===== src/rtl/vc_fifo.sv =====
`default_nettype none
// ============================================================================
//  Module      : vc_fifo
//  Description : Multi-channel circular FIFO for NoC router input ports.
//                VC_NUM independent queues of 2**FIFO_DEPTH_W flits each,
//                per-VC fill counts and status flags, sticky per-VC
//                overflow/underflow, registered or first-word-fall-through
//                read data.
//  Revision    : 1.0  initial release
// ============================================================================
module vc_fifo #(
    parameter int DATA_W                 = 8,
    parameter int FIFO_DEPTH_W           = 2,
    parameter int VC_NUM                 = 2,
    parameter int VC_W                   = (VC_NUM > 1) ? $clog2(VC_NUM) : 1,
    parameter int FWFT                   = 0,
    parameter int ALMOST_EMPTY_THRESHOLD = 1,
    parameter int ALMOST_FULL_THRESHOLD  = 3,
    parameter int ID                     = 0
) (
    input  logic                                clk_i,
    input  logic                                rst_i,
    input  logic                                wr_en_i,
    input  logic [VC_W-1:0]                     wr_vc_i,
    input  logic [DATA_W-1:0]                   data_i,
    input  logic                                rd_en_i,
    input  logic [VC_W-1:0]                     rd_vc_i,
    output logic [DATA_W-1:0]                   data_o,
    output logic                                rd_valid_o,
    output logic [VC_NUM-1:0]                   full_o,
    output logic [VC_NUM-1:0]                   empty_o,
    output logic [VC_NUM-1:0]                   a_full_o,
    output logic [VC_NUM-1:0]                   a_empty_o,
    output logic [VC_NUM*(FIFO_DEPTH_W+1)-1:0]  count_o,
    output logic [VC_NUM-1:0]                   overflow_o,
    output logic [VC_NUM-1:0]                   underflow_o,
    input  logic                                err_clr_i
);

    localparam int c_DEPTH = 1 << FIFO_DEPTH_W;
    localparam int c_CNT_W = FIFO_DEPTH_W + 1;
    // Instance tag kept visible for debug tooling that inspects parameters.
    localparam int c_ID    = ID;

    logic [VC_NUM-1:0]  w_full;
    logic [VC_NUM-1:0]  w_empty;
    logic [VC_NUM-1:0]  w_rd_acc;
    logic [DATA_W-1:0]  w_head [VC_NUM];
    logic [DATA_W-1:0]  w_sel_head;
    logic               w_sel_valid;

    // ------------------------------------------------------------------------
    // Per-VC queue: storage, pointers, count, status and sticky error flags.
    // An index that matches no generated VC (out of range) hits nothing, so
    // such requests are silently ignored without touching any state.
    // ------------------------------------------------------------------------
    generate
        for (genvar v = 0; v < VC_NUM; v++) begin : g_vc
            logic [DATA_W-1:0]       r_mem [c_DEPTH];
            logic [FIFO_DEPTH_W-1:0] r_wr_ptr;
            logic [FIFO_DEPTH_W-1:0] r_rd_ptr;
            logic [c_CNT_W-1:0]      r_count;
            logic                    r_ovf;
            logic                    r_unf;
            logic                    w_wr_hit;
            logic                    w_rd_hit;
            logic                    w_wr_acc;

            assign w_wr_hit    = wr_en_i && (wr_vc_i == VC_W'(v));
            assign w_rd_hit    = rd_en_i && (rd_vc_i == VC_W'(v));
            // No bypass: a read on an empty queue is refused even when a
            // write lands in the same cycle.
            assign w_rd_acc[v] = w_rd_hit && !w_empty[v];
            // A full queue still takes a write when it is drained that cycle.
            assign w_wr_acc    = w_wr_hit && (!w_full[v] || w_rd_acc[v]);

            assign w_full[v]   = (r_count == c_CNT_W'(c_DEPTH));
            assign w_empty[v]  = (r_count == '0);
            assign full_o[v]   = w_full[v];
            assign empty_o[v]  = w_empty[v];
            assign a_full_o[v] = (r_count >= c_CNT_W'(ALMOST_FULL_THRESHOLD));
            assign a_empty_o[v]= (r_count <= c_CNT_W'(ALMOST_EMPTY_THRESHOLD));
            assign overflow_o[v]  = r_ovf;
            assign underflow_o[v] = r_unf;
            assign count_o[v*c_CNT_W +: c_CNT_W] = r_count;
            assign w_head[v]   = r_mem[r_rd_ptr];

            // Flit storage; intentionally not reset, only pointers matter.
            always_ff @(posedge clk_i) begin
                if (w_wr_acc) begin
                    r_mem[r_wr_ptr] <= data_i;
                end
            end

            // Pointer and occupancy bookkeeping; pointers wrap naturally.
            always_ff @(posedge clk_i) begin
                if (rst_i) begin
                    r_wr_ptr <= '0;
                    r_rd_ptr <= '0;
                    r_count  <= '0;
                end else begin
                    if (w_wr_acc) begin
                        r_wr_ptr <= r_wr_ptr + 1'b1;
                    end
                    if (w_rd_acc[v]) begin
                        r_rd_ptr <= r_rd_ptr + 1'b1;
                    end
                    case ({w_wr_acc, w_rd_acc[v]})
                        2'b10:   r_count <= r_count + 1'b1;
                        2'b01:   r_count <= r_count - 1'b1;
                        default: r_count <= r_count;
                    endcase
                end
            end

            // Sticky error flags; a clear request beats a same-cycle set.
            always_ff @(posedge clk_i) begin
                if (rst_i || err_clr_i) begin
                    r_ovf <= 1'b0;
                    r_unf <= 1'b0;
                end else begin
                    if (w_wr_hit && !w_wr_acc) begin
                        r_ovf <= 1'b1;
                    end
                    if (w_rd_hit && !w_rd_acc[v]) begin
                        r_unf <= 1'b1;
                    end
                end
            end
        end
    endgenerate

    // Head word and availability of the VC currently addressed by rd_vc_i.
    always_comb begin
        w_sel_head  = '0;
        w_sel_valid = 1'b0;
        for (int i = 0; i < VC_NUM; i++) begin
            if (rd_vc_i == VC_W'(i)) begin
                w_sel_head  = w_head[i];
                w_sel_valid = !w_empty[i];
            end
        end
    end

    // ------------------------------------------------------------------------
    // Read data path: either show the head word directly or register it.
    // ------------------------------------------------------------------------
    generate
        if (FWFT != 0) begin : g_fwft
            assign data_o     = w_sel_head;
            assign rd_valid_o = w_sel_valid;
        end else begin : g_reg
            logic [DATA_W-1:0] r_data;
            logic              r_valid;

            // Capture the popped word; data holds its last value when idle.
            always_ff @(posedge clk_i) begin
                if (rst_i) begin
                    r_data  <= '0;
                    r_valid <= 1'b0;
                end else if (|w_rd_acc) begin
                    r_data  <= w_sel_head;
                    r_valid <= 1'b1;
                end else begin
                    r_valid <= 1'b0;
                end
            end

            assign data_o     = r_data;
            assign rd_valid_o = r_valid;
        end
    endgenerate

endmodule
`default_nettype wire


===== config.mk =====
export PLATFORM = sky130hd
export DESIGN_NAME = vc_fifo
export DESIGN_NICKNAME = d
export VERILOG_FILES = /design/src/rtl/vc_fifo.sv
export SDC_FILE = /design/constraint.sdc
export NUM_CORES = 1
export LEC_CHECK = 0
export CORE_MARGIN = 2
export CORE_UTILIZATION = 25
export DETAILED_ROUTE_END_ITERATION = 8
export GPL_TIMING_DRIVEN = 0
export SETUP_SLACK_MARGIN = 0.2
export SYNTH_ARGS = -nofsm -noshare
export SYNTH_HDL_FRONTEND = slang
export SYNTH_SLANG_ARGS = --single-unit

===== constraint.sdc =====
create_clock -name clk_i -period 2 [get_ports clk_i]
set_input_delay 0.2 -clock clk_i [delete_from_list [all_inputs] [get_ports clk_i]]
set_output_delay 0.2 -clock clk_i [all_outputs]
set_load 0.005 [all_outputs]

==> results of run 1 <==
[worst register-to-register path, stage by stage (launching register included)]
cell	delay (ns)
dfxtp_4	0.37
inv_4	0.08
ha_4	0.15
nand2b_4	0.06
nand2_2	0.08
clkbuf_8	0.18
inv_1	0.08
ha_4	0.17
nor2b_1	0.12
o21ai_0	0.14
a21oi_1	0.08
[where the power goes]
part           switching, W  total (W)  internal (W)  leakage (nW)
clock              0.000697    0.00155      0.000849         0.131
sequential        0.0000583    0.00225       0.00219         0.837
combinational      0.000339   0.000729      0.000390         0.811
total               0.00109    0.00453       0.00343          1.78
[final cells by class]
cell class | count | share of cell area
tap | 188 | 0.0469
inverter | 16 | 0.0130
timing repair buffer | 51 | 0.0980
multi-input combinational | 140 | 0.264
clock inverter | 6 | 0.00922
sequential | 95 | 0.509
clock buffer | 10 | 0.0456
buffer | 12 | 0.0145
[sequential cells by signal, summed over array words and instances (netlist names), named ones only]
| register | cells |
|---|---|
| g_vc.r_wr_ptr | 4 |
| g_vc.r_unf | 2 |
| g_vc.r_mem | 64 |
| g_vc.r_ovf | 2 |
| data_o | 8 |
| rd_valid_o | 1 |
| g_vc.r_count | 6 |
| g_vc.r_rd_ptr | 4 |
[kinds of logic (layout without fill, tap and decap cells)]
kind of cell    after synthesis  in the layout  synth area share
buf+inv                      28             95            0.0315
fa+ha+maj                    19             19            0.0612
xor+xnor                      8              8            0.0180
flops                        95             95             0.654
compound gates               30             30            0.0518
simple gates                 63             63            0.0802
mux                          20             20             0.103
[worst max path at each step]
| stage | startpoint | to | slack [ns] |
|---|---|---|---|
| 2_1_floorplan | g_vc[1].r_count[0] | g_vc[1].r_mem[0][0] | 0.21 |
| 3_5_place_dp | rd_en_i | g_vc[0].r_mem[2][2] | -0.37 |
| 6_report | g_vc[0].r_count[1] | a_empty_o[0] | 0.28 |
| 3_3_place_gp | rd_en_i | g_vc[0].r_count[2] | -0.34 |
| 5_1_grt | g_vc[0].r_count[0] | g_vc[0].r_count[2] | 0.19 |
| 4_1_cts | g_vc[1].r_count[0] | full_o[1] | 0.19 |
[Yosys cell counts, types with 3 or more instances]
| library cell | count |
|---|---|
| edfxtp_1 | 64 |
| dfxtp_1 | 31 |
| nor2_1 | 25 |
| ha_1 | 19 |
| mux4_2 | 16 |
| inv_1 | 15 |
| nor3_1 | 14 |
| o22ai_1 | 9 |
| and2_1 | 8 |
| a21oi_1 | 7 |
| nand2_1 | 6 |
| xor2_1 | 6 |
| buf_4 | 4 |
| clkbuf_1 | 4 |
| mux2i_1 | 4 |
| nor2b_1 | 3 |
| o21ai_0 | 3 |
[what timing repair did]
item / in CTS / in global routing
pin swaps: 0 / 4
setup buffers: 5 / 6
endpoints found under the setup margin: 83 / 59
gates resized for setup: 29 / 23
hold buffers: 0 / 0
hold endpoints to repair: 0 / 0
[metal layers]
metal  part of all wire  GRT usage  vias to the layer above
li1                   -          -                     1094
met1               0.45      0.114                     1120
met2               0.49      0.159                       40
met3              0.049     0.0299                        7
met4              0.011     0.0384                        0
met5                  0          0                        -
[per-stage QoR]
step | std cells | area (um^2)
after floorplan | 263 | 3890
after global placement | 491 | 4520
after detailed placement | 491 | 4520
after CTS | 512 | 4900
after global routing | 518 | 5020
final | 518 | 5020
==> impl_metrics.json, run 1 <==
{
  "cp_data_arrival_time_ns": 1.52,
  "nets": 359,
  "syn-num-nets": 297,
  "grt_setup_unrepaired": "yes",
  "layout_min_cycle_time_ns": 1.72,
  "synth_area_leaders": "edfxtp_1 49%, dfxtp_1 16%, mux4_2 9.3%",
  "dr.pass1.iters": 4,
  "status": "completed",
  "reg2reg_from": "g_vc[0].r_count[0]",
  "clkTransAtPathRegs_ns": 0.06,
  "min_period_over_period": 0.862,
  "clkLatencyLatePin_ns": 0.33,
  "async_flop_share": 0,
  "critPathMaxFanout": 4,
  "crit_family": "buffers and inverters",
  "worst_slack_ns": 0.275,
  "dp_hpwl_um": 5150,
  "synthesis.area_um2": 3890,
  "cp.buffers_inverters": 3,
  "grt_antenna_before_repair": 0,
  "power.leakage_nw": 1.78,
  "maxCapViolCount": 0,
  "syn_avg_cell_area_um2": 14.8,
  "critical_path_required_ns": 1.80,
  "ys_types": 35,
  "grt_pass1_wl_um": 11800,
  "avgViaCountPerCell": 4.36,
  "drtIter0Drc": 151,
  "finalHoldViolCount": 0,
  "path_class": "reg2out",
  "grt_usage": 0.0948,
  "ioPinCount": 42,
  "ir_drop_v": 0.000425,
  "register_area_um2": 2550,
  "slew_viol_final": 0,
  "dieArea_um2": 16600,
  "hp-start": "rst_i",
  "gp_congestion": 0.698,
  "syn_inst": 263,
  "wl_um": 7500,
  "numPortBuffers": 40,
  "synth_top_area_frac": 0.495,
  "ys_ff_latch": 95,
  "yosysTopAreaCell": "edfxtp_1",
  "final_common_cell": "edfxtp_1",
  "fin_skew_ns": 0.00675,
  "cts_made_buffers": 9,
  "pre_cts_ws_ns": -0.370,
  "timing.slew.headroom": 0.648,
  "synth_edf_count": 64,
  "worst_setup_path_end_kind": "output port",
  "die_x_um": 129,
  "post-route-util": 0.330,
  "rrSetupSlack_ns": 0.35,
  "start_util": 0.256,
  "worstPathCellList": "inv_2 -> buf_4 -> a21oi_1 -> nor2_1 -> clkdlybuf4s50_1",
  "final_cell_mix": "64 x edfxtp_1, 32 x clkdlybuf4s50_1, 25 x nor2_1, 25 x dfxtp_1, 16 x mux4_2",
  "crit_cells": 5,
  "power_density_nw_per_um2": 902,
  "die_h_um": 129,
  "finalPower_w": 0.00453,
  "cts_sinks": 95,
  "drcViolationCount": 0,
  "grt_max_degree": 18,
  "min_path_cells": 2,
  "multiInputGateArea_um2": 1320,
  "num-fill-cells": 1488,
  "grt.overflow.total": 0,
  "rows": 45,
  "diodes": 0,
  "syn2layout_area_growth_pct": 29.1,
  "dr_total_vias": 2261,
  "cts_tree": "done",
  "fin_setup_tns_ns": 0,
  "grt_pass1_vias": 2262,
  "yosysSeqAreaShare": 0.654,
  "ys.flop_type": "edfxtp_1",
  "ant_nets": 0,
  "holdPathEnd": "g_vc[1].r_rd_ptr[0]",
  "worst_r2r_endpoint": "g_vc[0].r_count[2]",
  "cts_buffer_depth": 2,
  "fmax_mhz": 580,
  "fin_hold_ws_ns": 0.291,
  "worstMarginPinSlew_ns": 0.527,
  "start_kind": "flip-flop",
  "core_um2": 15200,
  "root_buffer": "clkbuf_16",
  "yosysWarningCount": 0,
  "setup_violations": 0,
  "cp_slowest_cell": "clkdlybuf4s50_1",
  "final_layout_size_suffix_gt1_frac": 0.248,
  "slowest_delay_ns": 0.50,
  "post_drt_wl_per_cell_um": 14.5,
  "htree_levels": 3,
  "hold_class": "in2reg",
  "r2r_cells": 10
}
(Power assumes the default switching activity.)
==> run 2: changes to the inputs <==
- CORE_MARGIN: 2 -> 4
- CTS_BUF_LIST: unset -> sky130_fd_sc_hd__clkbuf_4
- DONT_BUFFER_PORTS: unset -> 1
==> run 2 against run 1 <==
Clock skew rose by 0.015 ns; worst hold slack worse by 0.24 ns; via count shrank 5.1%; routed wire length rose by 1.3%; flip-flop and latch count unchanged; die area increased by 6.3%; power is 15% lower; maximum frequency is 2.8% higher; core utilization decreased by 3.1 points; worst setup slack improved by 0.047 ns; combinational power shrank 24%; register-to-register slack worse by 0.03 ns.
==> impl_metrics.json, run 2 (synthesis gave the netlist of run 1 again) <==
{
  "slowest_delay_ns": 0.36,
  "cp.buffers_inverters": 3,
  "min_period_over_period": 0.839,
  "crit_family": "buffers and inverters",
  "syn2layout_area_growth_pct": 17.1,
  "cts_sinks": 95,
  "die_h_um": 133,
  "fin_skew_ns": 0.0219,
  "cts_buffer_depth": 2,
  "ir_drop_v": 0.000281,
  "maxCapViolCount": 0,
  "cp_data_arrival_time_ns": 2.03,
  "grt_antenna_before_repair": 0,
  "ant_nets": 0,
  "holdPathEnd": "g_vc[0].r_ovf",
  "largest-register": "g_vc.r_mem",
  "path_class": "reg2reg",
  "grt_max_degree": 17,
  "worstPathCellList": "inv_1 -> ha_4 -> nand2b_2 -> inv_2 -> nor3b_4 -> buf_4 -> a32o_1 -> a211oi_2",
  "rrSetupSlack_ns": 0.32,
  "dr_total_vias": 2145,
  "dp_hpwl_um": 5360,
  "root_buffer": "clkbuf_4",
  "worst_setup_path_end_kind": "flip-flop",
  "diodes": 0,
  "gp_congestion": 0.731,
  "start_util": 0.256,
  "fin_hold_ws_ns": 0.0499,
  "pre_cts_ws_ns": -0.241,
  "largest_reg_flops": 64,
  "worstMarginPinSlew_ns": 0.571,
  "critPathMaxFanout": 6,
  "cts_tree": "done",
  "grt_pass1_wl_um": 11900,
  "power.leakage_nw": 1.53,
  "ioPinCount": 42,
  "worst_r2r_endpoint": "g_vc[1].r_count[2]",
  "dr.pass1.iters": 4,
  "dieArea_um2": 17600,
  "htree_levels": 3,
  "fmax_mhz": 596,
  "final_cell_mix": "64 x edfxtp_1, 26 x dfxtp_1, 25 x nor2_1, 16 x mux4_2, 16 x ha_1",
  "hold_class": "in2reg",
  "numPortBuffers": 0,
  "clkLatencyLatePin_ns": 0.43,
  "clkTransAtPathRegs_ns": 0.15,
  "critical_path_required_ns": 2.35,
  "start_kind": "flip-flop",
  "post-route-util": 0.299,
  "r2r_cells": 8,
  "fin_setup_tns_ns": 0,
  "grt_usage": 0.0885,
  "timing.slew.headroom": 0.619,
  "cp_slowest_cell": "dfxtp_1",
  "status": "completed",
  "drtIter0Drc": 107,
  "final_layout_size_suffix_gt1_frac": 0.243,
  "crit_start": "g_vc[1].r_count[1]",
  "die_x_um": 133,
  "final_common_cell": "edfxtp_1",
  "post_drt_wl_per_cell_um": 15.7,
  "core_um2": 15200,
  "avgViaCountPerCell": 4.43,
  "grt.overflow.total": 0,
  "reg2reg_from": "g_vc[1].r_count[1]",
  "setup_violations": 0,
  "finalHoldViolCount": 0,
  "cts_made_buffers": 9,
  "grt_pass1_vias": 2260,
  "drcViolationCount": 0,
  "wl_um": 7600,
  "slew_viol_final": 0,
  "nets": 325,
  "hp-start": "wr_vc_i",
  "power_density_nw_per_um2": 847,
  "rows": 45,
  "min_path_cells": 3,
  "worst_slack_ns": 0.322,
  "grt_setup_unrepaired": "no",
  "layout_min_cycle_time_ns": 1.68
}
run 2: cell count changes in the layout (fill, tap and decap cells not counted), sizes merged:
cell	change
clkdlybuf4s50	-32
dlygate4sd3	+13
buf	-7
dlymetal6s2s	-5
dlygate4sd2	-3
clkinv	-2
bufinv	+1
clkinvlp	+1
run 2: repair_timing:
action / 4_1_cts / 5_1_grt
buffers inserted: 1 / 3
endpoints found under the setup margin: 80 / 9
endpoints found under the hold margin: 68 / 0
resized for setup: 30 / 8
pin swaps: 2 / 3
hold buffers: 13 / 0
cloned: 0 / 0
run 2: layout make-up:
class	instances	area, um^2
inverters	16	62.6
fillers	1544	10700
multi-input cells	140	1320
repair buffers	17	160
flip-flops and latches	95	2550
clock inverters	6	70.1
well taps	188	235
clock buffers	10	75.1
plain buffers	12	72.6
run 2: layer usage:
layer  global-route usage  part of all wire  wire [um]  up-vias
met5                    0                 0          0        -
met4               0.0294            0.0093         71        0
met3               0.0365             0.070        535        6
met2                0.148              0.48       3640       42
met1                0.103              0.44       3350     1071
li1                     -                 -          -     1026
run 2: worst max path at each step:
stage                          endpoint  slack (ns)  cells after the start
floorplan           g_vc[1].r_mem[0][0]        0.21                      4
global placement    g_vc[1].r_mem[1][2]       -0.17                      4
detailed placement  g_vc[1].r_mem[1][2]       -0.24                      4
CTS                  g_vc[1].r_count[2]        0.21                      7
global route         g_vc[1].r_count[1]        0.21                      8
finish               g_vc[1].r_count[2]        0.32                      8
run 2: report_power, final:
group          internal (W)  total, W  switching, W
Clock              0.000404   0.00104      0.000640
Combinational      0.000248  0.000551      0.000303
Sequential          0.00219   0.00226     0.0000686
Total               0.00284   0.00385       0.00101
run 2: stage by stage:
stage | instance area [um^2] | cells | power (W)
2_1_floorplan | 3890 | 263 | 0.00263
3_3_place_gp | 4120 | 451 | 0.00273
3_5_place_dp | 4120 | 451 | 0.00275
4_1_cts | 4490 | 481 | 0.00387
5_1_grt | 4550 | 484 | 0.00404
6_report | 4550 | 484 | 0.00385
run 2: worst register-to-register path, delay by kind of cell, from the launching register on:
kind                       cells  cell delay, ns
buffers and inverters          3            0.45
DFF                            1            0.36
adders and majority gates      1            0.20
and+or+nand+nor                2            0.16
AOI/OAI and AO/OA              2            0.43
